===== config.mk =====
export PLATFORM = sky130hd
export DESIGN_NAME = midi_note_parser
export DESIGN_NICKNAME = d
export VERILOG_FILES = /design/src/rtl/midi_note_parser.sv
export SDC_FILE = /design/constraint.sdc
export NUM_CORES = 1
export LEC_CHECK = 0
export CORE_MARGIN = 2
export CORE_UTILIZATION = 57
export CTS_BUF_LIST = sky130_fd_sc_hd__clkbuf_4 sky130_fd_sc_hd__clkbuf_8
export DETAILED_ROUTE_END_ITERATION = 8
export PLACE_DENSITY = 0.85
export SLEW_MARGIN = 20
export SYNTH_ARGS = -nofsm -noshare
export SYNTH_HDL_FRONTEND = slang
export SYNTH_SLANG_ARGS = --single-unit

===== constraint.sdc =====
create_clock -name clk_100mhz -period 6.18 [get_ports clk_100mhz]
set_clock_uncertainty 0.05 [all_clocks]
set_input_delay 1.854 -clock clk_100mhz [delete_from_list [all_inputs] [get_ports clk_100mhz]]
set_output_delay 1.854 -clock clk_100mhz [all_outputs]
set_load 0.05 [all_outputs]

===== src/rtl/midi_note_parser.sv =====
// MIDI Note On/Off parser: running status, velocity-0-as-off, realtime/system filtering.
// Emits note events through a one-entry valid/ready slot and tracks an 88-key pressed bitmap.
module midi_note_parser #(
    parameter int          NOTE_LO  = 21,
    parameter int          NUM_KEYS = 88,
    parameter bit          OMNI     = 1'b1,
    parameter logic [3:0]  CHANNEL  = 4'd0
) (
    input  logic                clk_100mhz,
    input  logic                reset,
    input  logic [7:0]          byte_in,
    input  logic                byte_valid,
    output logic                evt_valid,
    input  logic                evt_ready,
    output logic                evt_on,
    output logic [6:0]          evt_key,
    output logic [6:0]          evt_vel,
    output logic [NUM_KEYS-1:0] keys_down,
    output logic                overflow
);

    typedef enum logic [1:0] {WAIT_STATUS, WAIT_NOTE, WAIT_VEL} state_t;
    typedef enum logic [1:0] {RS_NONE, RS_ON, RS_OFF, RS_IGNORE} run_t;

    state_t              state_q, state_d;
    run_t                run_q, run_d;
    logic [6:0]          note_q, note_d;
    logic                evt_valid_q, evt_valid_d;
    logic                evt_on_q, evt_on_d;
    logic [6:0]          evt_key_q, evt_key_d;
    logic [6:0]          evt_vel_q, evt_vel_d;
    logic [NUM_KEYS-1:0] keys_down_q, keys_down_d;
    logic                overflow_q, overflow_d;

    logic       in_range;
    logic       ch_ok;
    logic       is_on;
    logic [6:0] key_idx;

    assign in_range = (int'(note_q) >= NOTE_LO) && (int'(note_q) < NOTE_LO + NUM_KEYS);
    assign ch_ok    = OMNI || (byte_in[3:0] == CHANNEL);
    assign is_on    = (run_q == RS_ON) && (byte_in[6:0] != 7'd0);
    assign key_idx  = note_q - 7'(NOTE_LO);

    always_comb begin
        // NOTE: every signal gets a default before any branch so no latch is inferred.
        state_d     = state_q;
        run_d       = run_q;
        note_d      = note_q;
        evt_valid_d = evt_valid_q;
        evt_on_d    = evt_on_q;
        evt_key_d   = evt_key_q;
        evt_vel_d   = evt_vel_q;
        keys_down_d = keys_down_q;
        overflow_d  = overflow_q;

        if (evt_valid_q && evt_ready)
            evt_valid_d = 1'b0;

        if (byte_valid) begin
            if (byte_in >= 8'hF8) begin
                // realtime bytes may interleave anywhere and leave parsing untouched
            end else if (byte_in >= 8'hF0) begin
                run_d   = RS_NONE;
                state_d = WAIT_STATUS;
            end else if (byte_in[7]) begin
                if (byte_in[7:5] == 3'b100 && ch_ok)
                    run_d = byte_in[4] ? RS_ON : RS_OFF;
                else
                    run_d = RS_IGNORE;
                state_d = WAIT_NOTE;
            end else begin
                unique case (state_q)
                    WAIT_STATUS: begin
                        if (run_q != RS_NONE) begin
                            note_d  = byte_in[6:0];
                            state_d = WAIT_VEL;
                        end
                    end
                    WAIT_NOTE: begin
                        note_d  = byte_in[6:0];
                        state_d = WAIT_VEL;
                    end
                    WAIT_VEL: begin
                        state_d = WAIT_NOTE;
                        if ((run_q == RS_ON || run_q == RS_OFF) && in_range) begin
                            keys_down_d[key_idx] = is_on;
                            // slot is free if empty or being drained on this same edge
                            if (!evt_valid_q || evt_ready) begin
                                evt_valid_d = 1'b1;
                                evt_on_d    = is_on;
                                evt_key_d   = key_idx;
                                evt_vel_d   = byte_in[6:0];
                            end else begin
                                overflow_d = 1'b1;
                            end
                        end
                    end
                    default: state_d = WAIT_STATUS;
                endcase
            end
        end
    end

    always_ff @(posedge clk_100mhz) begin
        // NOTE: non-blocking assignments keep every flop updating from pre-edge values.
        if (reset) begin
            state_q     <= WAIT_STATUS;
            run_q       <= RS_NONE;
            note_q      <= '0;
            evt_valid_q <= 1'b0;
            evt_on_q    <= 1'b0;
            evt_key_q   <= '0;
            evt_vel_q   <= '0;
            keys_down_q <= '0;
            overflow_q  <= 1'b0;
        end else begin
            state_q     <= state_d;
            run_q       <= run_d;
            note_q      <= note_d;
            evt_valid_q <= evt_valid_d;
            evt_on_q    <= evt_on_d;
            evt_key_q   <= evt_key_d;
            evt_vel_q   <= evt_vel_d;
            keys_down_q <= keys_down_d;
            overflow_q  <= overflow_d;
        end
    end

    assign evt_valid = evt_valid_q;
    assign evt_on    = evt_on_q;
    assign evt_key   = evt_key_q;
    assign evt_vel   = evt_vel_q;
    assign keys_down = keys_down_q;
    assign overflow  = overflow_q;

endmodule


# Word level (Yosys, flattened, before mapping)
# Index checks and enable logic that the tools add are counted.
# word_totals
reg_bits,116
out_inout_bits,105
word_cells,67
# op_classes
addsub,1
magnitude_cmp,6
n_eq_ne,7
muxes,21
bitwise_logic,4
reduce_logical,19
# op_table
op,n
$bwmux 88,1
$ge 8x8->1 const B,2
$mux 2,7
$pmux 7 s2,1
$reduce_and 7->1,2
$reduce_and 6->1,2
$mux 1,9
$lt 7x8->1 const B,1
$demux 1 s7,1
$ge 7x1->1 const B,1
$ge 7x5->1 const B,1
$lt 7x7->1 const B,1
$mux 7,1
$reduce_bool 7->1,1
$sub 7x5->7 const B,1
$pmux 2 s3,1
$reduce_and 3->1,2
$reduce_bool 2->1,3
$logic_and 1x1->1,5
$eq 2x1->1 const B,2
$eq 2x2->1 const B,2
$ne 4x4->1 const B,1
$not 1->1,4
$eq 3x3->1 const B,1
4 further kinds,5

# Depth between registers and ports, before layout
# depth
word_depth,9
mapped_depth,10

# Worst setup path before layout
# No wires, ideal clock.
# synth_path
kind,input port to flip-flop
start,input byte_valid
end,"register evt_key_q[4], in the netlist evt_key[4]"
arrival_ps,3064
path_slack_ps,2938
path_stages,7
path_cell_list,nor2b_1 o2111ai_4 nor3_2 buf_6 buf_6 mux2i_1 nor2_1
# synth_via
elab_chain_cells,1
# synth_rtl
item,line,rtl
"start, declared",12,"input logic byte_valid,"
$reduce_and 7->1 (no source line),-,
"end signal, assigned",123,evt_key_q <= evt_key_d;
"end, declared",30,"logic [6:0] evt_key_q, evt_key_d;"
# Every way passes these cells.
# A chain may end at the register's enable or synchronous reset.

# Final worst setup path
# layout_path
start,input byte_valid
end,"register keys_down_q[15], in the netlist keys_down[15]"
# layout_via
elab_chain_cells,1
# layout_rtl
item,line,rtl
$reduce_and 6->1 (no source line),-,
"end signal, assigned",125,keys_down_q <= keys_down_d;
"end, declared",32,"logic [NUM_KEYS-1:0] keys_down_q, keys_down_d;"
# Every way passes these cells.

==> flow_metrics.py <==
metrics = {
    "cts": {
        "cts_setup_buffers": 0,
        "cts_hold_buf": 0,
        "cts_max_level": 4,
        "path_clk_slew_ns": 0.07,
        "clkLatencyLatePin_ns": 0.43,
        "tritoncts": "built",
        "cts_buffer_depth": 2,
        "clock-root-buffer": "clkbuf_8",
        "numCtsBuffers": 17,
        "cts.sinks": 116,
        "cts_resized": 0,
    },
    "floorplan": {
        "die_h_um": 103,
        "core_um2": 9640,
        "initial_core_util_pct": 58.0,
        "dieArea_um2": 10600,
        "die_x_um": 103,
        "io_pins": 117,
        "fp-row-count": 36,
    },
    "route": {
        "postRouteAntennaNets": 0,
        "drc": 0,
        "drt-wirelength-per-cell_um": 18.2,
        "drt_iter0_drc": 357,
        "first_pass_iters": 5,
        "drt_wl_total_mm": 14.8,
        "routed_via_density": 5.89,
        "vias": 4786,
    },
    "pwr": {
        "total_leakage_power_nw": 2.92,
        "ir_drop_mv": 0.150,
        "power_density_nw_per_um2": 220,
        "power_mw": 1.58,
    },
    "worst_setup_path": {
        "crit_fanout": 10,
        "critPathKind": "primary input to register",
        "cp-end-kind": "register",
        "slowest_delay_ns": 0.75,
        "cp.arrival_ns": 4.33,
        "required_ns": 6.40,
        "worstSetupStartpointType": "primary input",
        "critPathSlowestCell": "nor4_2",
        "crit_chain": "clkdlybuf4s50_1 -> nor2b_1 -> o2111ai_4 -> nor4_2 -> buf_4 -> nand4_1 -> mux2i_1",
    },
    "timing": {
        "min_period_over_period_pct": 66.5,
        "worst_hold_slack_ns": 0.426,
        "tightest_slew_ns": 1.07,
        "hold_viol_final": 0,
        "slew_headroom_pct": 28.5,
        "setup_viol": 0,
        "tns_ns": 0,
        "min_period_ns": 4.11,
        "fmax_ghz": 0.243,
        "setup_slack_ns": 2.07,
        "drv_slew": 0,
        "rsz0062_at_grt": "false",
    },
    "logic_synthesis": {
        "synth_cells": 584,
        "netlist_area_um2": 5590,
        "synth_flop_cell": "dfxtp_1",
        "avgSynthCellArea_um2": 9.57,
        "synth-compound-area-share_pct": 4.16,
        "syn_nets": 600,
        "synth-seq-cells": 116,
        "synth_top_family_by_area": "simple AND/OR/NAND/NOR gates",
        "async_reset_ff_share_pct": 0,
        "ys_types": 42,
        "synth_edf_count": 0,
        "synth-simple-area-share_pct": 26.7,
        "synthMuxAreaShare_pct": 19.2,
        "synthAdderAreaFrac_pct": 0.896,
        "synth_seq_area_share_pct": 41.6,
        "synth-xor-area-share_pct": 1.41,
        "ys_warn_count": 0,
    },
    "place": {
        "dp_hpwl_mm": 9.18,
        "place.gp.congestion": 0.885,
        "place_worst_setup_slack_ns": 1.63,
        "io_buffers": 116,
    },
    "run": {
        "drv_cap": 0,
    },
    "global_route": {
        "grt_max_degree": 117,
        "grt_pass1_vias": 4627,
        "track_usage_pct": 28.3,
        "grt_antenna_before_repair": 0,
        "grt_first_pass_wirelength_mm": 23.3,
        "gr-total-overflow": 0,
    },
    "final_layout": {
        "fill_cells": 714,
        "post-route-util_pct": 74.2,
        "diodes": 0,
        "multi_input_area_um2": 3000,
        "register_area_um2": 2320,
        "finish.net_count": 682,
        "drive_gt1_share_pct": 9.87,
        "synthToLayoutAreaGrowth_pct": 28.0,
    },
    "outcome": {
        "status": "complete, no violations",
    },
    "min_path": {
        "hold_class": "register to register",
    },
}
cells in the mapped netlist, types with 2 or more instances:
cell type	count	area, um2
dfxtp_1	116	2320
mux2i_1	107	1070
nand2b_1	94	588
nand4_1	88	551
nor2_1	33	124
clkbuf_1	28	105
buf_2	22	110
nand2_1	13	48.8
buf_4	10	75.1
inv_1	6	22.5
nor4_2	6	75.1
xnor2_1	6	52.6
nor3_1	5	25.0
a21oi_1	4	20.0
ha_1	4	50.1
nor2b_1	4	25.0
a211oi_2	3	37.5
o21ai_0	3	15.0
xor2_1	3	26.3
a21o_1	2	15.0
a21oi_2	2	17.5
buf_1	2	7.51
buf_6	2	22.5
nand3_1	2	10.0
o211ai_1	2	15.0
critical path, delay by kind of cell:
kind / cells / cell delay (ns)
buffers and inverters: 2 / 0.83
and+or+nand+nor: 3 / 1.16
AOI/OAI and AO/OA: 1 / 0.29
muxes: 1 / 0.19
worst paths after layout:
kind,startpoint,endpoint,slack [ns],depth (start not counted)
worst max register to register,note_q[0]$_SDFFE_PP0P_,keys_down[44]$_SDFFE_PP0P_,2.77,8
worst min register to register,state_q[0]$_SDFFE_PP0P_,state_q[0]$_SDFFE_PP0P_,0.43,2
worst max-delay path,byte_valid,keys_down[15]$_SDFFE_PP0P_,2.07,7
worst min-delay path,state_q[0]$_SDFFE_PP0P_,state_q[0]$_SDFFE_PP0P_,0.43,2
report_power, final:
part | internal, mW | leakage, nW | switching (mW)
clock network | 0.370 | 0.204 | 0.351
logic | 0.0344 | 1.78 | 0.0631
registers | 0.750 | 0.935 | 0.00707
total | 1.15 | 2.92 | 0.421
cell families after synthesis:
group	Yosys count
fa+ha+maj	4
simple gates	251
compound gates	27
buf+inv	70
mux	107
flops	116
xor+xnor	9
per-stage QoR:
stage / std cells / area (um2)
detailed placement: 780 / 6740
global placement: 780 / 6730
finish: 812 / 7150
CTS: 812 / 7140
global route: 812 / 7150
floorplan: 584 / 5590
layout make-up:
type | count | area share, %
Multi-Input combinational cell | 398 | 41.9
Inverter | 6 | 0.315
Sequential cell | 116 | 32.5
Timing Repair Buffer | 127 | 17.3
Clock inverter | 15 | 2.40
Tap cell | 133 | 2.33
Clock buffer | 17 | 3.27
metal layers:
layer	vias to the layer above	global-route usage, %	part of all wire (%)
met5	-	0	0
met2	208	46.2	49
met3	23	6.64	6.5
met4	0	9.51	1.5
li1	2233	-	-
met1	2322	37.2	43
placed cells by master, fill, tap and decap left out, types with 3 or more instances in the layout:
master           count
nand2b_1            93
nor2_1              33
nor3_1               4
a211oi_2             3
mux2i_1            107
nor4_2               6
xnor2_1              4
nor2b_1              4
dfxtp_1            116
inv_6                6
nand4_1             88
nand2_1             13
inv_1                6
a21oi_1              4
buf_4               11
clkdlybuf4s50_1    115
ha_1                 4
clkinv_4             4
clkbuf_8            17
o21ai_0              3
sequential cells by signal, indices dropped and copies added (netlist names):
name / flops
keys_down: 88
evt_key: 7
evt_vel: 7
note_q: 7
run_q: 2
state_q: 2
evt_on: 1
evt_valid: 1
overflow: 1
No activity file was read; power rests on OpenSTA's default activity.
